--- config.mk ---
export PLATFORM = sky130hd
export DESIGN_NAME = pw_core_param_flat
export DESIGN_NICKNAME = d
export VERILOG_FILES = /design/src/rtl/pw_core_param_if.sv /design/src/rtl/pw_core_param.sv /design/src/flat_wrapper.sv
export SDC_FILE = /design/constraint.sdc
export NUM_CORES = 1
export LEC_CHECK = 0
export CAP_MARGIN = 5
export CORE_ASPECT_RATIO = 1.5
export CORE_MARGIN = 4
export CORE_UTILIZATION = 61
export DETAILED_ROUTE_END_ITERATION = 10
export MAX_ROUTING_LAYER = met4
export PLACE_DENSITY = 0.81
export SLEW_MARGIN = 25
export SYNTH_ARGS = -nofsm -noshare
export SYNTH_HDL_FRONTEND = slang
export SYNTH_SLANG_ARGS = --single-unit
export TNS_END_PERCENT = 50
--- constraint.sdc ---
create_clock -name Clk -period 4.56 [get_ports Clk]
set_input_delay 0.684 -clock Clk [delete_from_list [all_inputs] [get_ports Clk]]
set_output_delay 0.684 -clock Clk [all_outputs]
set_load 0.01 [all_outputs]
--- src/rtl/pw_core_param_if.sv ---
// Shared program/data memory port of the pw_core_param core.
// The core is the master; the memory (or bench model) is the slave.
interface pw_core_param_if #(
    parameter int DW = 8
);
    logic [DW-1:0]   DataIn;
    logic            MemReady;
    logic            LdMem;
    logic            WrtMem;
    logic [DW-1:0]   DataOut;
    logic [2*DW-1:0] AdrOut;

    modport master (
        input  DataIn, MemReady,
        output LdMem, WrtMem, DataOut, AdrOut
    );

    modport slave (
        output DataIn, MemReady,
        input  LdMem, WrtMem, DataOut, AdrOut
    );
endinterface

--- src/rtl/pw_core_param.sv ---
// Parametrised Picowizard core: DW-bit datapath, 2*DW-bit address space,
// FETCH/EXEC/HALT sequencer with memory wait states and a sticky Halted flag.
module pw_core_param #(
    parameter int              DW       = 8,
    parameter logic [2*DW-1:0] RESET_PC = '0
) (
    input  logic            Clk,
    input  logic            CPUEn,
    pw_core_param_if.master Mem,
    output logic            Halted
);
    localparam int AW = 2 * DW;

    typedef enum logic [1:0] {FETCH, EXEC, HALT} state_t;
    typedef enum logic [2:0] {OP_MOV, OP_ALU, OP_LD, OP_ST, OP_BZ, OP_CALL, OP_LDI} opClass_t;

    state_t        state;
    logic [7:0]    opcode;
    logic [AW-1:0] pc;
    logic [DW-1:0] regs [4];
    logic          carry;

    function automatic opClass_t decode(input logic [7:0] op);
        opClass_t cls;
        case (op[7:6])
            2'b00: cls = OP_MOV;
            2'b01: cls = OP_ALU;
            2'b10: begin
                case ({op[5], op[2]})
                    2'b00:   cls = OP_LD;
                    2'b01:   cls = OP_ST;
                    2'b10:   cls = OP_BZ;
                    default: cls = OP_CALL;
                endcase
            end
            default: cls = OP_LDI;
        endcase
        return cls;
    endfunction

    function automatic logic isMemOp(input opClass_t cls);
        return (cls == OP_LD) || (cls == OP_ST) || (cls == OP_LDI);
    endfunction

    // Result in [DW-1:0], carry in [DW]; logic ops always set carry.
    function automatic logic [DW:0] aluOp(input logic [1:0] sel, input logic [DW-1:0] a,
                                          input logic [DW-1:0] b, input logic cin);
        logic [DW:0] r;
        case (sel)
            2'b00:   r = {1'b0, a} + {1'b0, b};
            2'b01:   r = {1'b0, a} + {1'b0, b} + {{DW{1'b0}}, cin};
            2'b10:   r = {1'b1, ~(a & b)};
            default: r = {1'b1, a ^ b};
        endcase
        return r;
    endfunction

    logic [7:0]    fetchOp;
    opClass_t      newClass;
    opClass_t      curClass;
    logic [DW-1:0] rdVal;
    logic [DW-1:0] rsVal;
    logic [AW:0]   pcInc;
    logic [DW:0]   aluOut;
    logic [AW-1:0] execNextPc;

    assign fetchOp  = Mem.DataIn[7:0];
    assign newClass = decode(fetchOp);
    assign curClass = decode(opcode);
    assign rdVal    = regs[opcode[4:3]];
    assign rsVal    = regs[opcode[1:0]];
    assign pcInc    = {1'b0, pc} + {{AW{1'b0}}, 1'b1};
    assign aluOut   = aluOp({opcode[5], opcode[2]}, rdVal, rsVal, carry);

    // pc already holds the return address while in EXEC.
    always_comb begin
        execNextPc = pc;
        case (curClass)
            OP_BZ:   execNextPc = (rdVal == '0) ? {regs[3], rsVal} : pc;
            OP_CALL: execNextPc = {rdVal, rsVal};
            OP_LDI:  execNextPc = pcInc[AW-1:0];
            default: execNextPc = pc;
        endcase
    end

    always_ff @(posedge Clk) begin
        if (!CPUEn) begin
            state       <= FETCH;
            pc          <= RESET_PC;
            carry       <= 1'b0;
            opcode      <= '0;
            for (int i = 0; i < 4; i++) regs[i] <= '0;
            Mem.LdMem   <= 1'b0;
            Mem.WrtMem  <= 1'b0;
            Mem.DataOut <= '0;
            Mem.AdrOut  <= RESET_PC;
            Halted      <= 1'b0;
        end else begin
            case (state)
                FETCH: begin
                    // First cycle out of reset only raises the read request.
                    if (!Mem.LdMem) begin
                        Mem.LdMem <= 1'b1;
                    end else if (Mem.MemReady) begin
                        if (pcInc[AW]) begin
                            state     <= HALT;
                            Mem.LdMem <= 1'b0;
                            Halted    <= 1'b1;
                        end else begin
                            state       <= EXEC;
                            opcode      <= fetchOp;
                            pc          <= pcInc[AW-1:0];
                            Mem.LdMem   <= (newClass == OP_LD) || (newClass == OP_LDI);
                            Mem.WrtMem  <= (newClass == OP_ST);
                            Mem.DataOut <= (newClass == OP_ST) ? regs[fetchOp[4:3]] : '0;
                            Mem.AdrOut  <= (newClass == OP_LD || newClass == OP_ST)
                                           ? {regs[3], regs[fetchOp[1:0]]} : pcInc[AW-1:0];
                        end
                    end
                end
                EXEC: begin
                    if (!isMemOp(curClass) || Mem.MemReady) begin
                        case (curClass)
                            OP_MOV: regs[opcode[4:3]] <= rsVal;
                            OP_ALU: begin
                                regs[opcode[4:3]] <= aluOut[DW-1:0];
                                carry             <= aluOut[DW];
                            end
                            OP_LD, OP_LDI: regs[opcode[4:3]] <= Mem.DataIn;
                            OP_CALL: begin
                                regs[2] <= pc[AW-1:DW];
                                regs[1] <= pc[DW-1:0];
                            end
                            default: ;
                        endcase
                        Mem.WrtMem  <= 1'b0;
                        Mem.DataOut <= '0;
                        if (curClass == OP_LDI && pcInc[AW]) begin
                            state      <= HALT;
                            Mem.LdMem  <= 1'b0;
                            Mem.AdrOut <= pc;
                            Halted     <= 1'b1;
                        end else begin
                            state      <= FETCH;
                            pc         <= execNextPc;
                            Mem.LdMem  <= 1'b1;
                            Mem.AdrOut <= execNextPc;
                        end
                    end
                end
                default: ;
            endcase
        end
    end
endmodule
--- src/flat_wrapper.sv ---
// flat-port wrapper written by rule: the top's interface ports become plain ports
module pw_core_param_flat 
#(
    parameter int              DW       = 8,
    parameter logic [2*DW-1:0] RESET_PC = '0
)
  (Clk, CPUEn, Halted, Mem_DataIn, Mem_MemReady, Mem_LdMem, Mem_WrtMem, Mem_DataOut, Mem_AdrOut);
  pw_core_param_if #(.DW(DW)) Mem_i ();
  input  logic Clk;
  input  logic CPUEn;
  output logic Halted;
  input wire logic [$bits(Mem_i.DataIn)-1:0] Mem_DataIn;
  input wire logic [$bits(Mem_i.MemReady)-1:0] Mem_MemReady;
  output wire logic [$bits(Mem_i.LdMem)-1:0] Mem_LdMem;
  output wire logic [$bits(Mem_i.WrtMem)-1:0] Mem_WrtMem;
  output wire logic [$bits(Mem_i.DataOut)-1:0] Mem_DataOut;
  output wire logic [$bits(Mem_i.AdrOut)-1:0] Mem_AdrOut;
  assign Mem_i.DataIn = Mem_DataIn;
  assign Mem_i.MemReady = Mem_MemReady;
  assign Mem_LdMem = Mem_i.LdMem;
  assign Mem_WrtMem = Mem_i.WrtMem;
  assign Mem_DataOut = Mem_i.DataOut;
  assign Mem_AdrOut = Mem_i.AdrOut;
  pw_core_param #(.DW(DW), .RESET_PC(RESET_PC)) u_core (.Clk(Clk), .CPUEn(CPUEn), .Mem(Mem_i), .Halted(Halted));
endmodule
==> results of run 1 <==
power by group through the flow:
stage	Sequential, W	Combinational [W]	Clock [W]
2_1_floorplan	0.000910	0.000298	0
3_3_place_gp	0.000933	0.000406	0
3_5_place_dp	0.000936	0.000414	0
4_1_cts	0.000918	0.000417	0.000773
5_1_grt	0.000925	0.000455	0.000807
6_report	0.000922	0.000427	0.000778
worst max-delay path: cells and delay by family (launching register included):
family                   cells  cell delay, ns
AO/OA/AOI/OAI                5            1.32
multiplexers                 1            0.58
XOR/XNOR                     1            0.38
adder cells (fa/ha/maj)      2            0.77
AND/OR/NAND/NOR              1            0.10
flip-flops                   1            0.50
final cells by class:
cell class / count / area share [%]
well taps: 115 / 2.100
repair buffers: 50 / 6.831
inverters: 16 / 0.8767
clock inverters: 7 / 1.224
multi-input cells: 530 / 54.70
flip-flops and latches: 90 / 30.98
clock buffers: 9 / 3.288
synth_stat cells, drive strengths merged, types with 3 or more instances:
| cell | n |
|---|---|
| inv | 16 |
| nand3 | 23 |
| a221oi | 6 |
| a2111oi | 3 |
| a311oi | 6 |
| a211oi | 7 |
| dfxtp | 58 |
| a22oi | 11 |
| mux4 | 33 |
| xnor2 | 15 |
| o211ai | 11 |
| a31oi | 3 |
| a21o | 7 |
| nor3b | 3 |
| buf | 12 |
| o221a | 4 |
| mux2i | 7 |
| o21ai | 50 |
| nand2 | 73 |
| clkbuf | 44 |
| nand4 | 9 |
| or2 | 3 |
| xor2 | 7 |
| nand2b | 3 |
| nor2 | 74 |
| nor4 | 8 |
| o21a | 5 |
| edfxtp | 32 |
| nor3 | 20 |
| nand3b | 4 |
| nor2b | 4 |
| o22ai | 11 |
| and2 | 3 |
| and3 | 10 |
| and4 | 3 |
| a21bo | 3 |
| a21oi | 58 |
| ha | 11 |
| a221o | 5 |
per-stage QoR:
stage	cell area, µm²	util (%)	total power (W)
2_1_floorplan	6183	-	0.001208
3_3_place_gp	6541	66.75	0.001340
3_5_place_dp	6541	66.75	0.001350
4_1_cts	6850	69.91	0.002108
5_1_grt	6850	69.91	0.002187
6_report	6850	69.91	0.002127
worst paths after layout:
| kind | start | end | cells after the start |
|---|---|---|---|
| worst min register to register | u_core.Mem.AdrOut[4]$_SDFFE_PN0P_ | u_core.Mem.AdrOut[4]$_SDFFE_PN0P_ | 2 |
| worst max register to register | u_core.regs[3][0]$_SDFFCE_PN0P_ | u_core.regs[1][6]$_DFFE_PP_ | 10 |
| worst min-delay path | u_core.Mem.AdrOut[4]$_SDFFE_PN0P_ | u_core.Mem.AdrOut[4]$_SDFFE_PN0P_ | 2 |
| worst max-delay path | u_core.regs[3][0]$_SDFFCE_PN0P_ | u_core.regs[1][6]$_DFFE_PP_ | 10 |
routing by layer:
metal | track usage, % | wire, µm | share of wire, % | vias to the layer above
li1 | - | - | - | 2643
met1 | 45.13 | 7543 | 35 | 2902
met2 | 58.63 | 10390 | 48 | 474
met3 | 8.066 | 2499 | 11 | 104
met4 | 21.89 | 1367 | 6.3 | 0
met5 | - | 0 | 0 | -
state kept, by name, indices dropped and copies added (netlist names), named ones only:
register and count:
u_core.Mem.LdMem 1, u_core.opcode 8, u_core.Mem.WrtMem 1, u_core.state 2, u_core.pc 16, u_core.carry 1
u_core.Mem.AdrOut 16, u_core.Halted 1, u_core.Mem.DataOut 8, u_core.regs 32
logic make-up after synthesis:
kind of cell	share of synthesized area, %
adders and majority gates	2.550
buffers and inverters	5.079
DFF	34.32
muxes	13.46
and+or+nand+nor	18.54
xor gates and xnor gates	3.116
AOI/OAI and AO/OA	22.95
==> summary.txt, run 1 <==
H-tree levels - 3
Seq/Total Area, Yosys - 34.32%
Tot GR Track Use - 37.68%
largest area contributor in the netlist - dfxtp_1
CP most frequent cell - o21ai_0
final worst slack - 0.6245 ns
port bufs - 37
Max-Cap Viols - 0
CP required - 4.64 ns
n_diodes - 0
Synth top area share - 18.78%
slew at the pin with the worst max-slew slack - 0.8930 ns
row cnt - 44
layout cell share with drive strength beyond 1 - 11.25%
clock slew at reported path FFs - 0.07 ns
Post-synth top flop - dfxtp_1
crit path DAT - 4.02 ns
# resized after CTS - 0
mean post-synth cell area - 8.936 µm²
worst vdd ir - 0.3033 mV
Vias/cell - 7.494
relative slew slack - 40.32%
largest net degree at the start of global routing - 32
Num CTS Buffers - 9
vias post-DR - 6123
Critical Path Fanout Max - 7
fin crit share - 86.31%
most frequent cells in the layout - 74 x nor2_1, 72 x nand2_1, 58 x a21oi_1, 58 x dfxtp_1, 50 x o21ai_0
Die Area - 11840 µm²
asr flop ratio synth - 0%
CP peak stage delay - 0.58 ns
clk buf depth - 2
fin nets - 720
Routed wire per std cell - 26.69 µm
final hold vios - 0
status - finished, final reports clean
Switching Share - 32.60%
Hold/Removal Path Class - flip-flop to flip-flop
Leak - 2.367 nW
CTS root buf - clkbuf_16
DRT iter0 DRCs - 894
final setup violation count - 0
flops & latches, synth - 90
CP cell instances - mux4_2 -> ha_1 -> fa_1 -> a211oi_1 -> o21ai_0 -> a21oi_1 -> xor2_1 -> nor3_1 -> o32ai_1 -> o21ai_0
final-report max-slew violation count - 0
DRC errors left - 0
cts hold-fix bufs - 0
Die Y - 131.3 µm
multi-input logic area - 3747 µm²
Detail Route Antenna Nets - 0
Period minus WS final - 3.936 ns
Yosys cell types - 73
Die W - 90.21 µm
global-route wire length before repair - 33.35 mm
Final HPWL DP - 15.72 mm
Flop pwr share - 43.3%
Clk pwr share - 36.6%
initial antenna violation count - 0
final RePlAce weighted congestion - 1.039
area of the core - 9799 µm²
Psw - 0.0006935 W
fmax - 254.1 MHz
yosys warns - 0
Setup Skew - 0.007693 ns
Worst Setup Start Kind - flip-flop
total wire length - 21.80 mm
vias in the first global route - 5724
Synth area leaders - dfxtp_1 19%, edfxtp_1 16%, mux4_2 11%
FILL cells - 778
Combinational Power Share - 20.1%
synthesized area - 6183 µm²
Sink Count - 90
slack of the worst reg-to-reg path - 0.62 ns
Post-synth EDFFs - 32
Detailed Routing Iterations Pass 1 - 6
RSZ-0062 raised after global routing - no
Syn Nets - 715
sequential cell area - 2122 µm²
Final TNS setup - 0 ns
most common cell after layout, fill and taps aside - nor2_1
Cells after Synth - 692
PD cells - 310.5 nW/µm²
fin cells - 817
dpl ws - 0.7612 ns
P_int - 0.001434 W
CP max-delay cell - mux4_2
Congestion Overflow GR - 0
P&R area growth vs syn - 10.79%
Starting Density - 63.10%
Critical Path End Type - flip-flop
boundary pin count - 38
crit path kind - flip-flop to flip-flop
WHS - 0.4789 ns
Worst-Skew Late Latency - 0.36 ns
TritonCTS clock tree - yes
placed insts - 801
total setup buffers inserted after CTS - 0
(Power assumes the default switching activity.)
==> run 2: changes to the inputs <==
GPL_TIMING_DRIVEN = 0   (was unset)
==> summary.txt, run 2 (synthesis gave the netlist of run 1 again) <==
Vias/cell - 7.544
Die Y - 131.3 µm
clock slew at reported path FFs - 0.07 ns
largest net degree at the start of global routing - 19
final setup violation count - 0
clk buf depth - 2
Psw - 0.0006965 W
H-tree levels - 3
crit path DAT - 4.32 ns
CTS root buf - clkbuf_16
slew at the pin with the worst max-slew slack - 0.9651 ns
row cnt - 44
TritonCTS clock tree - yes
total setup buffers inserted after CTS - 0
total wire length - 23.09 mm
n_diodes - 0
Worst Setup Start Kind - flip-flop
Worst-Skew Late Latency - 0.36 ns
final RePlAce weighted congestion - 1.052
fin nets - 759
Max-Cap Viols - 0
fmax - 235.5 MHz
most frequent cells in the layout - 74 x nor2_1, 72 x nand2_1, 58 x a21oi_1, 58 x dfxtp_1, 50 x o21ai_0
Detail Route Antenna Nets - 0
Util after Layout - 71.02%
Detailed Routing Iterations Pass 1 - 7
P_int - 0.001431 W
final hold vios - 0
boundary pin count - 38
number of flip-flops in the largest register - 32
Final TNS setup - 0 ns
Final HPWL DP - 17.20 mm
total power - 0.002128 W
port bufs - 33
DRC errors left - 0
CP max-delay cell - o32ai_1
Die Area - 11840 µm²
Routed wire per std cell - 26.97 µm
relative slew slack - 34.81%
PD cells - 305.7 nW/µm²
final-report max-slew violation count - 0
layout cell share with drive strength beyond 1 - 10.66%
area of the core - 9799 µm²
CP peak stage delay - 0.67 ns
# resized after CTS - 0
Combinational Power Share - 21.8%
Critical Path Fanout Max - 7
P&R area growth vs syn - 12.55%
fin crit share - 93.11%
Flop pwr share - 42.3%
CP required - 4.63 ns
Leak - 2.390 nW
Clk pwr share - 35.9%
Period minus WS final - 4.246 ns
CP cell instances - mux4_2 -> ha_1 -> fa_1 -> a211oi_1 -> o21ai_0 -> a21oi_1 -> xor2_1 -> nor3_1 -> o32ai_1 -> o21ai_0
Setup Skew - 0.01100 ns
most common cell after layout, fill and taps aside - nor2_1
cts hold-fix bufs - 0
Critical Path End Type - flip-flop
Die W - 90.21 µm
crit path kind - flip-flop to flip-flop
Num CTS Buffers - 9
initial antenna violation count - 0
Tot GR Track Use - 39.31%
Switching Share - 32.74%
worst vdd ir - 0.2686 mV
Sink Count - 90
Congestion Overflow GR - 0
CP most frequent cell - o21ai_0
most flop-heavy register - u_core.regs
vias in the first global route - 5896
Starting Density - 63.10%
global-route wire length before repair - 34.58 mm
DRT iter0 DRCs - 973
status - finished, final reports clean
Hold/Removal Path Class - flip-flop to flip-flop
RSZ-0062 raised after global routing - no
Largest regs - u_core.regs x32, u_core.Mem.AdrOut x16, u_core.pc x16
vias post-DR - 6458
==> run 2: critical path, delay by kind of cell, from the launching register on <==
kind | cells | cell delay, ns
compound gates | 5 | 1.57
fa+ha+maj | 2 | 0.79
mux | 1 | 0.61
flops | 1 | 0.53
xor+xnor | 1 | 0.35
simple gates | 1 | 0.11
==> run 2: power by group through the flow <==
| stage | logic, W | clock network [W] | registers [W] |
|---|---|---|---|
| 3_3_place_gp | 0.000437 | 0 | 0.000912 |
| 6_report | 0.000465 | 0.000764 | 0.000899 |
| 2_1_floorplan | 0.000298 | 0 | 0.000910 |
| 5_1_grt | 0.000490 | 0.000782 | 0.000902 |
| 4_1_cts | 0.000450 | 0.000750 | 0.000897 |
| 3_5_place_dp | 0.000448 | 0 | 0.000915 |
==> run 2: metrics by stage <==
stage               setup WS, ns  std cells  cell area [µm²]  hold WS, ns
floorplan                  1.183        692             6183       0.4359
global placement          0.5856        840             6658       0.4467
detailed placement        0.4991        840             6664       0.4640
CTS                       0.4384        856             6959       0.4762
global route              0.1489        856             6959       0.4980
finish                    0.3140        856             6959       0.4715
==> run 2: area by class of cell <==
type                    instances  area, µm²
clock buffers                   9      225.2
flip-flops and latches         90       2122
well taps                     115      143.9
multi-input cells             530       3754
inverters                      16      60.06
fillers                       753       2840
repair buffers                 33      330.3
plain buffers                  56      254.0
clock inverters                 7      70.07
==> run 2: final timing paths <==
kind,to,start,depth (start not counted),slack (ns)
max,u_core.regs[2][6]$_DFFE_PP_,u_core.regs[3][0]$_SDFFCE_PN0P_,10,0.31
min,flip-flop,u_core.opcode[0]$_SDFFE_PN0P_,2,0.47
max reg2reg,u_core.regs[2][6]$_DFFE_PP_,u_core.regs[3][0]$_SDFFCE_PN0P_,10,0.31
min reg2reg,flip-flop,u_core.opcode[0]$_SDFFE_PN0P_,2,0.47
==> run 2: per-layer routing <==
| metal | vias to the layer above | share of wire, % | global-route usage (%) |
|---|---|---|---|
| li1 | 2721 | - | - |
| met1 | 2996 | 32 | 44.80 |
| met2 | 573 | 46 | 61.79 |
| met3 | 168 | 12 | 7.494 |
| met4 | 0 | 8.9 | 28.11 |
| met5 | - | 0 | - |
